===== src/rtl/vending_machine.sv =====
// vending_machine: coin-accumulating drink vending controller with dispense and change return
module vending_machine #(
   parameter int PRICE_A = 10,
   parameter int PRICE_B = 15,
   parameter int PRICE_C = 20,
   parameter int PRICE_D = 25,
   parameter int CW      = 16,
   parameter int DW      = 6
) (
   input  logic          clock,
   input  logic          reset,
   input  logic [CW-1:0] coin,
   input  logic          X,
   input  logic [DW-1:0] B_drink,
   output logic [CW-1:0] r_Coin,
   output logic [DW-1:0] O_drink,
   output logic [DW-1:0] P_drink
);
   typedef enum logic [1:0] {COLLECT, DISPENSE, CHANGE} state_t;
   state_t        state;
   logic [CW-1:0] credit;
   logic [CW-1:0] sum;
   logic [CW-1:0] price;
   logic [CW-1:0] credit_n;
   logic [CW:0]   raw;
   logic          valid;
   logic          buy;
   logic          afford;
   function automatic logic [DW-1:0] tier(input logic [CW-1:0] c);
      return c >= CW'(PRICE_D) ? DW'(PRICE_D) :
             c >= CW'(PRICE_C) ? DW'(PRICE_C) :
             c >= CW'(PRICE_B) ? DW'(PRICE_B) :
             c >= CW'(PRICE_A) ? DW'(PRICE_A) : '0;
   endfunction
   // saturating credit sum, purchase qualification and next-credit value
   always_comb begin
      raw      = {1'b0, credit} + {1'b0, coin};
      sum      = raw[CW] ? '1 : raw[CW-1:0];
      price    = CW'(B_drink);
      valid    = B_drink == DW'(PRICE_A) || B_drink == DW'(PRICE_B) ||
                 B_drink == DW'(PRICE_C) || B_drink == DW'(PRICE_D);
      buy      = !X && coin == '0 && credit != '0 && valid;
      afford   = credit >= price;
      credit_n = state == COLLECT ? (buy && afford ? credit - price : sum) :
                 state == CHANGE  ? '0 : credit;
   end
   // controller state, credit and registered output pulses
   always_ff @(posedge clock) begin
      if (!reset) begin
         state   <= COLLECT;
         credit  <= '0;
         r_Coin  <= '0;
         O_drink <= '0;
         P_drink <= '0;
      end else begin
         credit  <= credit_n;
         P_drink <= tier(credit_n);
         r_Coin  <= '0;
         O_drink <= '0;
         case (state)
            COLLECT: begin
               if (X) begin
                  state  <= CHANGE;
                  r_Coin <= sum;
               end else if (buy && afford) begin
                  state   <= DISPENSE;
                  O_drink <= B_drink;
               end else if (buy) begin
                  state  <= CHANGE;
                  r_Coin <= credit;
               end
            end
            DISPENSE: begin
               state  <= CHANGE;
               r_Coin <= credit;
            end
            default: state <= COLLECT;
         endcase
      end
   end
endmodule


===== config.mk =====
export PLATFORM = sky130hd
export DESIGN_NAME = vending_machine
export DESIGN_NICKNAME = d
export VERILOG_FILES = /design/src/rtl/vending_machine.sv
export SDC_FILE = /design/constraint.sdc
export NUM_CORES = 1
export LEC_CHECK = 0
export CAP_MARGIN = 20
export CORE_ASPECT_RATIO = 1.75
export CORE_MARGIN = 5
export CORE_UTILIZATION = 30
export DETAILED_ROUTE_END_ITERATION = 12
export PLACE_DENSITY = 0.59
export SETUP_SLACK_MARGIN = 0.5
export SLEW_MARGIN = 20
export SYNTH_ARGS = -nofsm -noshare
export SYNTH_HDL_FRONTEND = slang
export SYNTH_SLANG_ARGS = --single-unit

===== constraint.sdc =====
create_clock -name clock -period 3.8 [get_ports clock]
set_input_delay 0.38 -clock clock [delete_from_list [all_inputs] [get_ports clock]]
set_output_delay 0.38 -clock clock [all_outputs]
set_load 0.05 [all_outputs]

* Word level (Yosys, flattened, before mapping)
Cells that the tools add are included.
** Storage, ports and cells
- Word-level logic and storage cells :: 56
- Register bits after elaboration :: 46
- Output and inout port bits :: 28
** Cells by class
- Eq/ne operators :: 7
- Add/sub/neg operators :: 2
- Muxes and demuxes :: 16
- Reduce and logical (&&, ||, !) cells :: 15
- Magnitude comparators :: 5
- Bitwise gates (word level) :: 3
** Operator list (count)
- 16-bit 2-to-1 mux :: 7
- 16-bit by 4-bit >= comparator with 1-bit output (second input constant) :: 2
- 16-bit by 5-bit >= comparator with 1-bit output (second input constant) :: 2
- 16-bit one-hot mux with 2 select lines :: 1
- 16-bit by 16-bit adder with 17-bit output :: 1
- 16-bit by 6-bit >= comparator with 1-bit output :: 1
- 16-bit logical NOT :: 1
- 16-bit nonzero test :: 1
- 16-bit by 6-bit subtractor with 16-bit output :: 1
- 6-bit by 4-bit equality test with 1-bit output (second input constant) :: 2
- 6-bit by 5-bit equality test with 1-bit output (second input constant) :: 2
- 5-bit 2-to-1 mux :: 2
- 4-bit 2-to-1 mux :: 2
- 4-bit OR reduction :: 2
- 2-bit 2-to-1 mux :: 3
- 1-bit logical AND :: 4
- 4-bit by 3-bit inequality test with 1-bit output (second input constant) :: 1
- 2-bit one-hot mux with 2 select lines :: 1
- 1-bit logical OR :: 3
- 1-bit inverter :: 3
- 3-bit OR reduction :: 1
- 2-bit by 1-bit equality test with 1-bit output (second input constant) :: 1
- 2-bit equality test (second input constant) :: 1
- 2-bit logical NOT :: 1
- 2 further kinds :: 2

* Longest topological paths before layout
Gate-level depths: netlist of the first run.
- Word-level depth :: 13
- Gate-level depth with buffers :: 15
- Depth with buffers taken out :: 13

* Worst setup path before layout of the first run
No wires, ideal clock.
- Kind :: input -> register
- Start point :: input port coin[0]
- End point :: register P_drink[0]
- Buffers on the path :: 0
- Slack :: 0.256 ns
- Stages on the path :: 11
- Data arrival time :: 3.424 ns
- Cells stage by stage :: ha_1 -> fa_1 -> nand3_1 -> a211oi_1 -> or2_1 -> a21boi_2 -> or2b_1 -> a221o_1 -> o311a_1 -> or4b_4 -> o31a_1
** On the way
- Cells in the longest elaborated chain, start to end :: 11
** Ends and longest elaborated chain
- from (decl) :: line 12 : input logic [CW-1:0] coin,
- parallel branches: the longest is 5 deep, another holds 16-bit by 16-bit adder with 17-bit output
- 16-bit 2-to-1 mux * (2 in series) :: line 44 : credit_n = state == COLLECT ? (buy && afford ? credit - price : sum) :
- 16-bit by 4-bit >= comparator with 1-bit output :: line 32 : c >= CW'(PRICE_B) ? DW'(PRICE_B) :
- 4-bit 2-to-1 mux :: line 32
- 5-bit 2-to-1 mux :: line 31 : c >= CW'(PRICE_C) ? DW'(PRICE_C) :
- 5-bit 2-to-1 mux * :: line 30 : return c >= CW'(PRICE_D) ? DW'(PRICE_D) :
- to (signal assigned) :: line 57 : P_drink <= tier(credit_n);
- to (decl) :: line 17 : output logic [DW-1:0] P_drink
Every way passes the cells marked *.
A chain may end at the register's enable or synchronous reset.

* Final worst setup path of the first run
- Start point :: input port B_drink[2]
- End point :: register P_drink[0]
** On the way
- Cells in the longest elaborated chain, start to end :: 12
** Ends and longest elaborated chain
- from (decl) :: line 14 : input logic [DW-1:0] B_drink,
- parallel branches: the longest is 6 deep, another holds 16-bit by 6-bit >= comparator with 1-bit output
- 16-bit 2-to-1 mux * (2 in series) :: line 44
- 16-bit by 4-bit >= comparator with 1-bit output :: line 32
- 4-bit 2-to-1 mux :: line 32
- 5-bit 2-to-1 mux :: line 31
- 5-bit 2-to-1 mux * :: line 30
Marks and branches as above.

==> results of run 1 <==
[where the power goes]
part	leakage [µW]	switching, µW	internal, µW
logic	0.00174	1620	1460
registers	0.000372	183	597
clock network	0.0000768	188	262
total	0.00219	1990	2320
[through the flow]
step                      hold WS (ns)    util  worst slack (ns)  instance area [µm²]  TNS, ns
after global routing            0.6281  0.4750            0.1851                 5214        0
after CTS                       0.5988  0.4676            0.3488                 5132        0
after detailed placement        0.5581  0.4272           -0.2510                 4688   -1.053
after global placement          0.5487  0.4272           -0.1791                 4688  -0.8054
final                           0.6024  0.4750            0.2727                 5214        0
after floorplan                 0.4693       -            0.4082                 3390        0
[logic make-up after synthesis]
group / share of synthesized area
other: 0.001126
XOR/XNOR: 0.03683
AND/OR/NAND/NOR: 0.2736
multiplexers: 0.003007
AO/OA/AOI/OAI: 0.2773
buffers and inverters: 0.04284
flip-flops: 0.2706
adder cells (fa/ha/maj): 0.09470
[worst max path at each step]
stage	slack [ns]	to	from	cells after the start
2_1_floorplan	0.41	P_drink[0]	credit[0]	13
3_3_place_gp	-0.18	P_drink[3]	coin[0]	12
3_5_place_dp	-0.25	P_drink[0]	B_drink[0]	13
4_1_cts	0.35	P_drink[0]	credit[0]	13
5_1_grt	0.19	P_drink[0]	coin[14]	12
6_report	0.27	P_drink[0]	B_drink[2]	17
[final cells by class]
type,count,area [µm²]
Timing Repair Buffer,166,1371
Tap cell,132,165.2
Clock inverter,2,13.76
Sequential cell,45,907.1
Multi-Input combinational cell,336,2555
Inverter,16,62.56
Fill cell,1074,5762
Clock buffer,6,138.9
[cells in the final DEF, fill, tap and decap left out, drive strengths merged, types with 4 or more instances in the layout]
cell / Yosys / routed
nor4: 14 / 14
a221o: 6 / 6
nand3: 5 / 5
a22oi: 10 / 10
o21ai: 21 / 21
dlygate4sd2: 0 / 5
clkbuf: 11 / 6
or3: 4 / 4
nor2b: 5 / 5
nor2: 50 / 50
clkdlybuf4s50: 0 / 46
nand2: 36 / 36
inv: 16 / 15
nor3: 10 / 10
a211oi: 5 / 5
o21a: 7 / 7
dfxtp: 45 / 45
a31oi: 4 / 4
buf: 6 / 115
a21o: 6 / 6
ha: 22 / 22
and2: 16 / 16
nand2b: 5 / 5
o211ai: 4 / 4
xor2: 5 / 5
xnor2: 9 / 9
a21oi: 38 / 38
[timing repair]
action                     CTS  global route
setup endpoints to repair    5             5
gates resized for setup     33            11
setup buffers               20             1
pin swaps                   18             7
[critical path, delay by kind of cell]
kind,cells,cell delay [ns]
AND/OR/NAND/NOR,3,0.74
AO/OA/AOI/OAI,4,0.81
adder cells (fa/ha/maj),1,0.30
buffers and inverters,8,1.33
XOR/XNOR,1,0.16
[flip-flops by register name, summed over array words and instances, names as in the netlist]
register and flops:
state 2, credit 16, O_drink 6, r_Coin 16
P_drink 5
[per-layer routing]
layer,vias up,share of wire,GRT usage
met3,68,0.032,0.02432
met1,1797,0.32,0.1729
met2,131,0.54,0.3739
met4,0,0.11,0.1863
met5,-,0,0
li1,1835,-,-
==> results.sh, run 1 <==
export IMPL_status="complete, no violations"
export IMPL_place_congestion=0.9675
export IMPL_r2r_start="credit[0]"
export IMPL_setup_viol=0
export IMPL_cts_sinks=45
export IMPL_critPathMaxFanout=4
export IMPL_cts_tree="done"
export IMPL_die_width_um=89.64
export IMPL_synth_area_leaders="dfxtp_1 27%, ha_1 8.3%, nor2_1 5.5%, a21oi_1 5.3%, nand2_1 4.1%"
export IMPL_antenna_left=0
export IMPL_syn_instance_count=413
export IMPL_max_freq_ghz=0.2835
export IMPL_regToRegSetupSlack_ns=0.30
export IMPL_portBuffers=51
export IMPL_cts_buffer_depth=2
export IMPL_ctsRootBufferMaster="clkbuf_16"
export IMPL_area_growth_syn_to_layout_pct=56.60
export IMPL_cp_start_kind="primary input"
export IMPL_layout_nets=619
export IMPL_clk_pin_slew_ns=0.06
export IMPL_reg2regPathDepth=13
export IMPL_drt_iter0_markers=209
export IMPL_clk_insertion_delay_late_ns=0.29
export IMPL_ir_drop_mv=0.3664
export IMPL_vias_per_cell=5.450
export IMPL_yosysSeqAreaShare=0.2706
export IMPL_power_total_uw=4318
export IMPL_crit_chain="clkdlybuf4s50_1 -> inv_1 -> ha_4 -> a21oi_4 -> buf_4 -> buf_4 -> buf_4 -> buf_4 -> buf_4 -> buf_4 -> nor2b_1 -> nor2_1 -> xnor2_1 -> a221o_1 -> o311a_1 -> or4b_4 -> o31a_1"
export IMPL_p_leak_uw=0.002187
export IMPL_async_flop_share=0
export IMPL_dp_cells=674
export IMPL_rr_endpoint="P_drink[0]"
export IMPL_cp_slowest_cell="or4b_4"
export IMPL_synth_top_area_frac=0.2706
export IMPL_first_pass_iters=5
export IMPL_period_needed_ns=3.527
export IMPL_whs_endpoint="r_Coin[15]"
export IMPL_wl_per_cell_um=18.64
export IMPL_ios=53
export IMPL_period_share=0.9282
export IMPL_grt_pass1_wl_mm=20.53
export IMPL_worst_hold_path_num_cells=2
export IMPL_yosys_area_top_type="dfxtp_1"
export IMPL_core_area_um2=10980
export IMPL_rsz0062_at_grt="true"
export IMPL_max_slew_margin=0.3591
export IMPL_start_util=0.3034
export IMPL_die_area_um2=13390
export IMPL_grt_pass1_vias=4175
export IMPL_syn_area_um2=3329
export IMPL_crit_arrival_ns=3.71
export IMPL_crit_type="in2reg"
export IMPL_stdcell_count=703
export IMPL_cts_hold_buf=0
export IMPL_cap_violations=0
export IMPL_p_per_area_nw_per_um2=828.1
export IMPL_syn_area_per_cell_um2=8.062
export IMPL_hp_start="credit[15]"
export IMPL_antennaDiodeCount=0
export IMPL_drc=0
export IMPL_cp_common_cell="buf_4"
export IMPL_final_max_slew_viol_count=0
export IMPL_hold_path_class="reg2reg"
export IMPL_vias=3831
export IMPL_synth_ff_type="dfxtp_1"
export IMPL_yosysMostFrequentCell="nor2_1"
export IMPL_max_stage_delay_ns=0.58
export IMPL_yosysUniqueCellTypes=71
export IMPL_ys_ff_latch=45
export IMPL_grt_max_degree=32
export IMPL_fin_skew_ns=0.004508
export IMPL_worstPathRequired_ns=3.98
export IMPL_cts_max_level=2
export IMPL_row_count=51
export IMPL_die_y_um=149.4
export IMPL_final_hold_viol_count=0
export IMPL_worst_setup_path_end_kind="flip-flop"
export IMPL_place_hpwl_mm=10.45
export IMPL_yosys_warnings=0
export IMPL_ys_top_cells_by_count="49 x nor2_1, 45 x dfxtp_1, 36 x nand2_1, 35 x a21oi_1, 22 x ha_1"
export IMPL_final_layout_size_suffix_gt1_frac=0.3257
export IMPL_antenna_found_initial=0
export IMPL_grt_ovfl_total=0
export IMPL_grtUsageTotal=0.2011
export IMPL_wl_mm=13.11
export IMPL_worst_pin_slew_ns=0.9554
export IMPL_synth_edff_count=0
export IMPL_numCtsBuffers=5
No activity file was read; power rests on OpenSTA's default activity.
==> run 2: changes to the inputs <==
--- a/config.mk
+++ b/config.mk
@@ -6,11 +6,11 @@
 export NUM_CORES = 1
 export LEC_CHECK = 0
 export CAP_MARGIN = 20
-export CORE_ASPECT_RATIO = 1.75
+export CORE_ASPECT_RATIO = 1.2
 export CORE_MARGIN = 5
-export CORE_UTILIZATION = 30
+export CORE_UTILIZATION = 34
 export DETAILED_ROUTE_END_ITERATION = 12
-export PLACE_DENSITY = 0.59
+export PLACE_DENSITY = 0.64
 export SETUP_SLACK_MARGIN = 0.5
 export SLEW_MARGIN = 20
 export SYNTH_ARGS = -nofsm -noshare
==> results.sh, run 2 (same netlist as run 1, synthesis figures left out) <==
export IMPL_max_slew_margin=0.3138
export IMPL_stdcell_area_um2=5127
export IMPL_seqCellArea_um2=910.9
export IMPL_reg_top3="credit (16), r_Coin (16), O_drink (6)"
export IMPL_antennaDiodeCount=0
export IMPL_whs_ns=0.4163
export IMPL_grt_pass1_wl_mm=18.86
export IMPL_start_util=0.3481
export IMPL_cts_sinks=45
export IMPL_multi_input_area_um2=2635
export IMPL_area_growth_syn_to_layout_pct=54.00
export IMPL_vias=3707
export IMPL_worstPathRequired_ns=3.98
export IMPL_cp_start_kind="primary input"
export IMPL_layout_nets=596
export IMPL_clk_pin_slew_ns=0.07
export IMPL_portBuffers=51
export IMPL_first_pass_iters=6
export IMPL_cap_violations=0
export IMPL_antenna_found_initial=0
export IMPL_tns_ns=0
export IMPL_grt_ovfl_total=0
export IMPL_p_leak_uw=0.002178
export IMPL_grt_max_degree=32
export IMPL_setup_viol=0
export IMPL_die_width_um=100.3
export IMPL_final_hold_viol_count=0
export IMPL_cts_buffer_depth=2
export IMPL_drc=0
export IMPL_nFillCells=896
export IMPL_cts_tree="done"
export IMPL_wl_per_cell_um=17.80
export IMPL_grt_pass1_vias=3735
export IMPL_final_max_slew_viol_count=0
export IMPL_place_hpwl_mm=9.489
export IMPL_cts_max_level=2
export IMPL_row_count=39
export IMPL_drt_iter0_markers=203
export IMPL_status="complete, no violations"
export IMPL_dp_cells=657
export IMPL_period_needed_ns=3.479
export IMPL_hold_path_class="in2reg"
export IMPL_wl_mm=11.94
export IMPL_die_area_um2=11880
export IMPL_p_per_area_nw_per_um2=802.6
export IMPL_clk_insertion_delay_late_ns=0.29
export IMPL_ios=53
export IMPL_ctsRootBufferMaster="clkbuf_16"
export IMPL_final_layout_size_suffix_gt1_frac=0.3248
export IMPL_vias_per_cell=5.525
export IMPL_max_freq_ghz=0.2875
export IMPL_worst_pin_slew_ns=1.028
export IMPL_cts_hold_buf=0
export IMPL_crit_arrival_ns=3.66
export IMPL_post_place_ws_ns=-0.2304
export IMPL_period_share=0.9154
export IMPL_worst_setup_path_end_kind="flip-flop"
export IMPL_rsz0062_at_grt="true"
export IMPL_numCtsBuffers=5
export IMPL_final_cell_mix="91 x buf_4, 47 x nor2_1, 39 x dfxtp_1, 35 x nand2_1, 35 x clkdlybuf4s50_1"
export IMPL_fin_ws_ns=0.3215
export IMPL_antenna_left=0
export IMPL_ir_drop_mv=0.3536
export IMPL_die_y_um=118.4
export IMPL_core_area_um2=9564
export IMPL_fin_skew_ns=0.006743
export IMPL_crit_type="in2reg"
export IMPL_place_congestion=1.008
export IMPL_layout_commonest_cell="buf_4"
export IMPL_critPathMaxFanout=4
export IMPL_stdcell_count=671
export IMPL_grtUsageTotal=0.1982
export IMPL_dpl_cell_area_um2=4617
## run 2: cell types whose count changed in the layout (fill, tap and decap cells not counted), moves of 3 or more
cell             change
buf_4               -23
clkdlybuf4s50_1     -11
dlymetal6s2s_1       +9
dfxtp_1              -3
dfxtp_2              +3
inv_2                +3
## run 2: layout make-up
class / instances / area share
Timing Repair Buffer: 143 / 0.2377
Sequential cell: 45 / 0.1776
Inverter: 16 / 0.01220
Clock inverter: 3 / 0.004148
Tap cell: 123 / 0.03001
Multi-Input combinational cell: 336 / 0.5139
Clock buffer: 5 / 0.02440
## run 2: path summary, 6_finish.rpt
kind,cells past startpoint,slack [ns],startpoint,end
max,12,0.32,coin[5],P_drink[3]
min,3,0.42,B_drink[2],O_drink[2]
max reg2reg,14,0.33,credit[0],P_drink[3]
min reg2reg,2,0.56,credit[12],r_Coin[12]
## run 2: critical path, cell delays in order
cell,delay [ns]
clkdlybuf4s50_1,0.55
ha_4,0.23
buf_4,0.14
nand2_1,0.10
a211oi_2,0.05
or2_1,0.28
a21boi_4,0.17
or2b_1,0.29
a221o_1,0.33
o311a_1,0.30
or4b_4,0.53
o31a_1,0.30
## run 2: report_power, final
group | leakage, µW | internal (µW) | switching (µW)
registers | 0.000373 | 601 | 185
clock network | 0.0000702 | 245 | 185
logic | 0.00173 | 1340 | 1560
## run 2: timing repair
action | CTS | global route
endpoints found under the setup margin | 5 | 5
gates resized for setup | 41 | 34
pin swaps | 18 | 13
buffers inserted | 3 | 3
## run 2: layer usage
metal,up-vias,track usage,part of all wire,wire [µm]
li1,1797,-,-,-
met1,1712,0.2286,0.40,4739
met2,151,0.3387,0.50,5955
met3,47,0.03712,0.046,555
met4,0,0.1112,0.058,690
met5,-,0,0,0
## run 2: metrics by stage
step           power (µW)    util
2_1_floorplan        2309       -
3_3_place_gp         3381  0.4827
3_5_place_dp         3405  0.4827
4_1_cts              4010  0.5199
5_1_grt              4362  0.5361
6_report             4115  0.5361
==> run 3: changes to the inputs <==
--- a/config.mk
+++ b/config.mk
@@ -9,6 +9,7 @@
 export CORE_ASPECT_RATIO = 1.2
 export CORE_MARGIN = 5
 export CORE_UTILIZATION = 34
+export CTS_CLUSTER_SIZE = 25
 export DETAILED_ROUTE_END_ITERATION = 12
 export PLACE_DENSITY = 0.64
 export SETUP_SLACK_MARGIN = 0.5
==> results of run 3 <==
Final layout, timing and power as in run 2 (identical DEF).
